**src/rtl/irq_controller.sv**
```systemverilog
// Eight-source interrupt controller for the 6502 IRQB pin, reached through a
// single-byte command/data register.
module irq_controller #(
   parameter int N_SRC       = 8,
   parameter int SYNC_STAGES = 2
) (
   input  logic             clk,
   input  logic             rst,
   input  logic             cs,
   input  logic             we,
   input  logic             bus_end,
   input  logic [7:0]       data_in,
   output logic [7:0]       data_out,
   input  logic [N_SRC-1:0] irq_in,
   output logic             irqb
);

   typedef enum logic {
      IDLE,
      WAIT_DATA
   } state_t;

   state_t           state_q, state_d;
   logic [1:0]       sel_q, sel_d;
   logic [1:0]       target_q, target_d;
   logic [N_SRC-1:0] pending_q, pending_d;
   logic [N_SRC-1:0] mask_q, mask_d;
   logic [N_SRC-1:0] edgeMode_q, edgeMode_d;
   logic [N_SRC-1:0] sync_q [SYNC_STAGES];
   logic [N_SRC-1:0] sPrev_q;
   logic             irqb_q;
   logic [7:0]       dataOut_q, dataOut_d;

   logic [N_SRC-1:0] s;
   logic [N_SRC-1:0] rise;
   logic [N_SRC-1:0] clr;
   logic [N_SRC-1:0] modeChg;
   logic [N_SRC-1:0] edgeNext;
   logic [N_SRC-1:0] active;
   logic [2:0]       idx;
   logic [7:0]       vec;
   logic             commit;

   assign s      = sync_q[SYNC_STAGES-1];
   assign rise   = s & ~sPrev_q;
   assign commit = cs & we & bus_end;
   assign active = pending_q & mask_q;

   // Lowest-numbered active source wins the vector.
   always_comb begin
      idx = 3'd0;
      for (int i = N_SRC - 1; i >= 0; i--) begin
         if (active[i]) begin
            idx = i[2:0];
         end
      end
      vec = {|active, 4'b0000, idx};
   end

   always_comb begin
      state_d    = state_q;
      sel_d      = sel_q;
      target_d   = target_q;
      mask_d     = mask_q;
      edgeMode_d = edgeMode_q;
      clr        = '0;
      case (state_q)
         IDLE: begin
            if (commit) begin
               case (data_in[7:6])
                  2'b00: sel_d = data_in[1:0];
                  2'b01: begin
                     target_d = data_in[1:0];
                     state_d  = WAIT_DATA;
                  end
                  2'b10: clr = N_SRC'(1) << data_in[2:0];
                  default: clr = '1;
               endcase
            end
         end
         WAIT_DATA: begin
            if (commit) begin
               case (target_q)
                  2'd0: clr = data_in;
                  2'd1: mask_d = data_in;
                  2'd2: edgeMode_d = data_in;
                  default: ;
               endcase
               state_d = IDLE;
            end
         end
         default: state_d = IDLE;
      endcase
   end

   // Edge bits hold until cleared, with a fresh edge beating a same-cycle
   // clear; level bits follow the synchronised line, so clears never stick.
   // A bit whose mode is being rewritten restarts from zero.
   always_comb begin
      modeChg   = edgeMode_d ^ edgeMode_q;
      edgeNext  = (pending_q & ~clr) | rise;
      pending_d = ((edgeMode_q & edgeNext) | (~edgeMode_q & s)) & ~modeChg;
   end

   always_comb begin
      dataOut_d = 8'h00;
      if (cs && !we) begin
         case (sel_q)
            2'd0: dataOut_d = pending_q;
            2'd1: dataOut_d = mask_q;
            2'd2: dataOut_d = edgeMode_q;
            default: dataOut_d = vec;
         endcase
      end
   end

   always_ff @(posedge clk) begin
      if (rst) begin
         for (int i = 0; i < SYNC_STAGES; i++) begin
            sync_q[i] <= '0;
         end
         sPrev_q <= '0;
      end else begin
         sync_q[0] <= irq_in;
         for (int i = 1; i < SYNC_STAGES; i++) begin
            sync_q[i] <= sync_q[i-1];
         end
         sPrev_q <= s;
      end
   end

   always_ff @(posedge clk) begin
      if (rst) begin
         state_q    <= IDLE;
         sel_q      <= 2'd0;
         target_q   <= 2'd0;
         pending_q  <= '0;
         mask_q     <= '0;
         edgeMode_q <= '0;
         irqb_q     <= 1'b1;
         dataOut_q  <= 8'h00;
      end else begin
         state_q    <= state_d;
         sel_q      <= sel_d;
         target_q   <= target_d;
         pending_q  <= pending_d;
         mask_q     <= mask_d;
         edgeMode_q <= edgeMode_d;
         irqb_q     <= ~|active;
         dataOut_q  <= dataOut_d;
      end
   end

   assign irqb     = irqb_q;
   assign data_out = dataOut_q;

endmodule
```
**config.mk**
```make
export PLATFORM = sky130hd
export DESIGN_NAME = irq_controller
export DESIGN_NICKNAME = d
export VERILOG_FILES = /design/src/rtl/irq_controller.sv
export SDC_FILE = /design/constraint.sdc
export NUM_CORES = 1
export LEC_CHECK = 0
export ABC_AREA = 1
export CAP_MARGIN = 10
export CORE_ASPECT_RATIO = 0.5
export CORE_MARGIN = 2
export CORE_UTILIZATION = 52
export CTS_BUF_LIST = sky130_fd_sc_hd__clkbuf_8
export DETAILED_ROUTE_END_ITERATION = 8
export PLACE_DENSITY = 0.78
export SLEW_MARGIN = 20
export SYNTH_ARGS = -nofsm -noshare
export SYNTH_HDL_FRONTEND = slang
export SYNTH_SLANG_ARGS = --single-unit
```
**constraint.sdc**
```tcl
create_clock -name clk -period 1.2 [get_ports clk]
set_clock_uncertainty 0.15 [all_clocks]
set_input_delay 0.24 -clock clk [delete_from_list [all_inputs] [get_ports clk]]
set_output_delay 0.24 -clock clk [all_outputs]
set_load 0.005 [all_outputs]
```
== After elaboration in Yosys (flattened, before gate mapping) ==
Memory sizes are Yosys's and may differ from the RTL's.
Cells that the tools add are included.

* Register bits: 46
* Latch bits: 0
* RAM bits: 16
* Bits in read-only memories: 0
* Input port bits: 21
* Memories kept: 1

* $add $sub $neg: 0
* Multipliers: 0
* Div/mod/pow operators: 0
* Magnitude comparators: 0
* Equal/unequal tests: 6
* Shift operators: 1
* Muxes and demuxes: 26
* Bitwise operators: 19
* Reductions and logical operators: 12

{| class="wikitable"
|+ Memories
! memory !! depth !! width !! rd ports !! clocked after Yosys merged registers in !! write ports !! line !! text
|-
| sync_q || 2 || 8 || 2 || 0 || 2 || 29 || <nowiki>logic [N_SRC-1:0] sync_q [SYNC_STAGES];</nowiki>
|}

{| class="wikitable"
|+ Operators with widths
! operator !! number
|-
| 8-bit 2-to-1 mux || 8
|-
| 8-bit bitwise AND || 6
|-
| 8-bit NOT || 4
|-
| 8-bit one-hot mux with 2 select lines || 2
|-
| 3-bit 2-to-1 mux || 8
|-
| 8-bit one-hot mux with 3 select lines || 1
|-
| 8-bit bitwise OR || 2
|-
| 3-bit AND reduction || 3
|-
| 8-bit OR reduction || 1
|-
| 1-bit by 3-bit left shift with 8-bit output (first input constant) || 1
|-
| 8-bit XOR || 1
|-
| 2-bit by 1-bit equality test with 1-bit output (second input constant) || 3
|-
| 2-bit equality test (second input constant) || 3
|-
| 2-bit logical NOT || 3
|-
| 1-bit 2-to-1 mux || 6
|-
| 2-bit OR reduction || 2
|-
| 1-bit bitwise AND || 2
|-
| 1-bit logical NOT || 2
|-
| 1-bit NOT || 2
|-
| 1-bit bitwise OR || 2
|-
| 1-bit one-hot mux with 2 select lines || 1
|-
| 1-bit logical AND || 1
|}

== Depth between registers and ports, before layout ==
* Word-level depth: 11
* Depth in mapped cells: 10
* Depth with buffers taken out: 10

== Worst setup path before layout ==
Ideal clock, no wire load.

* Path kind: reg-to-reg
* Start: register state_q
* End: register mask_q[7]
* Library setup time: 0.119 ns
* Data arrival time: 1.061 ns
* Required time: 0.931 ns
* Slack: -0.131 ns
* Stages on the path, launching flop included: 7
* Buffers on the path: 1
* Period minus slack after synthesis: 1.331 ns
* Path through: dfxtp_1 -> inv_1 -> nor2_4 -> nand3_1 -> buf_2 -> o21ai_0 -> a21oi_1

* Word-level cells in the longest chain between the ends: 1

{| class="wikitable"
|+ Ends and longest elaborated chain
! element !! line !! text
|-
| from (decl) || 23 || <nowiki>state_t state_q, state_d;</nowiki>
|-
| from (signal assigned) || 143 || <nowiki>state_q <= state_d;</nowiki>
|-
| 3-bit AND reduction (no line) || -- ||
|-
| to (signal assigned) || 147 || <nowiki>mask_q <= mask_d;</nowiki>
|-
| to (decl) || 27 || <nowiki>logic [N_SRC-1:0] mask_q, mask_d;</nowiki>
|}

No other way between the ends.
A chain may end at the register's enable or synchronous reset.

== Worst setup path after layout ==
* Start: register target_q[1]
* End: register edgeMode_q[1]

* Word-level cells in the longest chain between the ends: 4

{| class="wikitable"
|+ Ends and longest elaborated chain
! element !! line !! text
|-
| from (decl) || 25 || <nowiki>logic [1:0] target_q, target_d;</nowiki>
|-
| from (signal assigned) || 145 || <nowiki>target_q <= target_d;</nowiki>
|-
| 2-bit equality test || 83 || <nowiki>case (target_q)</nowiki>
|-
| 8-bit 2-to-1 mux || 83 ||
|-
| 8-bit 2-to-1 mux || 82 || <nowiki>if (commit) begin</nowiki>
|-
| 8-bit 2-to-1 mux || 67 || <nowiki>case (state_q)</nowiki>
|-
| to (signal assigned) || 148 || <nowiki>edgeMode_q <= edgeMode_d;</nowiki>
|-
| to (decl) || 28 || <nowiki>logic [N_SRC-1:0] edgeMode_q, edgeMode_d;</nowiki>
|}

No other way between the ends.

==> reports/qor.csv <==
stage,metric,value,unit
cts,cts_hold_buf,0,
sta,worst_pin_slew,0.303,ns
setup_path,crit_type,reg -> reg,
detailed_routing,vias_per_cell,5.91,
status,violations,setup timing,
cells_and_area,fill_cells,296,
cts,cts_sinks,62,
placed_design,place_congestion,0.872,
cts,insertion_delay,0.34,ns
pwr,ir_drop,0.872,mV
detailed_routing,first_pass_iters,7,
pwr,power_leakage,1.64,nW
grt,grt_max_degree,28,
sta,final_hold_viol_count,0,
cts,cts_root_buf,clkbuf_8,
synthesis,yosysSeqAreaShare,0.460,
setup_path,cp_common_cell,nor2_4,
placed_design,placedCellCount,513,
sta,period_minus_slack,1.50,ns
setup_path,cpPeakStageDelay,0.36,ns
setup_path,endpoint_kind,flop,
setup_path,critPathBufInv,4,
grt,grt_overflow,0,
synthesis,synth_nets,415,
pwr,power.density,1120,nW/um^2
grt,grt_pass1_wl,12400,um
cts,cts.htree.levels,3,
grt,grt_pass1_vias,2609,
synthesis,syn_inst,394,
setup_path,start_kind,flop,
sta,slew_headroom,0.797,
setup_path,worstPathArrival,1.59,ns
cells_and_area,n_antenna_cell,0,
sta,fmax,669,MHz
synthesis,syn_area,2700,sq um
die,boundaryPins,30,
status,status,"finished, violations left",
grt,antenna_found_initial,0,
cts,clk_path_buf_depth,2,
placed_design,portBuffers,29,
detailed_routing,ant_nets,0,
sta,finalSetupViolCount,31,
cells_and_area,area_growth,45.1,%
setup_path,critPathMaxFanout,6,
cts,cts_tree,yes,
synthesis,synth.avg_cell_area,6.85,sq um
sta,maxSlewViolCount,0,
synthesis,synth-seq-cells,62,
cts,numCtsBuffers,9,
detailed_routing,wl_per_cell,18.0,um
cells_and_area,stdcell_count,540,
die,die_h,55.0,um
cells_and_area,drive_above_1_share,0.321,
placed_design,placed_area,3310,sq um
detailed_routing,vias,3193,
synthesis,synth.distinct_cells,22,
detailed_routing,first_iter_violations,442,
placed_design,dpl_worst_slack,-0.665,ns
setup_path,path_cells,"inv_4, nor2_4, inv_2, nor2_4, buf_6, buf_16, nor2_1, a211oi_1",
cells_and_area,stdcell_area,3920,sq um
grt,globalRouteTotalUtil,0.290,
sta,fin_crit_sh,1.25,
detailed_routing,drc,0,
min_path,hold_class,in -> reg,
cells_and_area,nets,486,
job,drv_cap,0,
sta,rsz0062_at_grt,yes,
placed_design,hpwl,4920,um
synthesis,yosysWarnings,0,
die,placementRows,18,
cts,path_clk_slew,0.08,ns
cells_and_area,postLayoutCoreUtil,0.791,
sta,worst_slack,-0.295,ns
die,core_area,4950,sq um
die,start_util,0.545,
die,dieArea,5820,sq um
setup_path,cp.required,1.30,ns
pwr,finalPower,0.00439,W
detailed_routing,routed_wl,9700,um
die,fp.dieW,106,um
setup_path,crit_family,buffers and inverters,
setup_path,cpMaxStageDelayCell,dfxtp_2,
-- where the power goes --
part	switching (W)	internal, W
logic	0.000237	0.000180
clock network	0.000886	0.000965
registers	0.0000273	0.00209
-- sequential cells by signal (all words and copies together) (netlist names) --
| register | count |
|---|---|
| sync_q | 16 |
| data_out | 8 |
| sPrev_q | 8 |
| sel_q | 2 |
| state_q | 1 |
| pending_q | 8 |
| target_q | 2 |
| mask_q | 8 |
| edgeMode_q | 8 |
| irqb | 1 |
-- per-stage QoR --
stage,setup TNS [ns],hold WS (ns)
2_1_floorplan,-0.384,0.173
3_3_place_gp,-25.50,0.239
3_5_place_dp,-27.73,0.243
4_1_cts,-2.55,0.245
5_1_grt,-5.86,0.202
6_report,-5.06,0.232
-- Yosys cell counts --
cell      count  area (sq um)
nand2_1      91           342
dfxtp_1      62          1240
inv_1        60           225
nor2_1       60           225
nand3_1      51           255
a21oi_1      17          85.1
o21ai_0      15          75.1
a211oi_1      7          52.6
buf_2         6          30.0
o211ai_1      6          45.0
clkbuf_1      4          15.0
buf_1         2          7.51
buf_4         2          15.0
nand4_1       2          12.5
nor2_2        2          12.5
a211oi_2      1          12.5
nand3_2       1          10.0
nor2_4        1          11.3
nor3b_1       1          7.51
o21ai_1       1          5.00
o221ai_1      1          8.76
o22ai_1       1          6.26
-- cells in the final DEF, fill, tap and decap left out, drive strengths merged, types with 2 or more instances in the layout --
master / count
a211oi: 8
a21oi: 17
buf: 54
clkbuf: 12
clkdlybuf4s50: 16
clkinv: 2
clkinvlp: 2
dfxtp: 62
inv: 62
nand2: 91
nand3: 52
nand4: 2
nor2: 63
o211ai: 6
o21ai: 16
-- logic make-up after synthesis --
kind of cell | after synthesis | share of synthesized area
buffers and inverters | 74 | 0.108
AND/OR/NAND/NOR | 209 | 0.324
AO/OA/AOI/OAI | 49 | 0.108
flip-flops | 62 | 0.460
-- layout make-up --
class                      count  area [sq um]  share of cell area
timing repair buffer          74           671               0.171
clock buffer                   9           124              0.0316
clock inverter                 7          75.1              0.0192
sequential                    62          1260               0.322
multi-input combinational    258          1460               0.374
inverter                      60           238              0.0607
tap                           70          87.6              0.0223
-- per-layer routing --
layer / up-vias / wire length [um] / part of all wire / GRT usage
li1: 1392 / - / - / -
met1: 1413 / 3640 / 0.38 / 0.356
met2: 291 / 4170 / 0.43 / 0.487
met3: 97 / 1260 / 0.13 / 0.0808
met4: 0 / 631 / 0.065 / 0.147
met5: - / 0 / 0 / 0
-- worst register-to-register path: stages, from the launching register on --
cell	delay (ns)
dfxtp_2	0.36
inv_4	0.04
nor2_4	0.11
inv_2	0.06
nor2_4	0.11
buf_6	0.17
buf_16	0.13
nor2_1	0.04
a211oi_1	0.22
-- final timing paths --
kind / startpoint / to / slack (ns) / depth (start not counted)
max: target_q[1]$_SDFFE_PP0P_ / edgeMode_q[1]$_SDFF_PP0_ / -0.30 / 8
min: cs / data_out[7]$_SDFF_PP0_ / 0.23 / 5
min reg2reg: sync_q[0][2]$_SDFF_PP0_ / sync_q[0][10]$_SDFF_PP0_ / 0.25 / 2
max reg2reg: target_q[1]$_SDFFE_PP0P_ / edgeMode_q[1]$_SDFF_PP0_ / -0.30 / 8
-- what timing repair did --
action,4_1_cts,5_1_grt
pin swaps,8,25
endpoints found under the setup margin,46,48
hold endpoints to repair,0,0
resized for setup,100,58
cloned,2,1
setup buffers,6,3
Note: power is estimated with default switching activity, not from simulation.
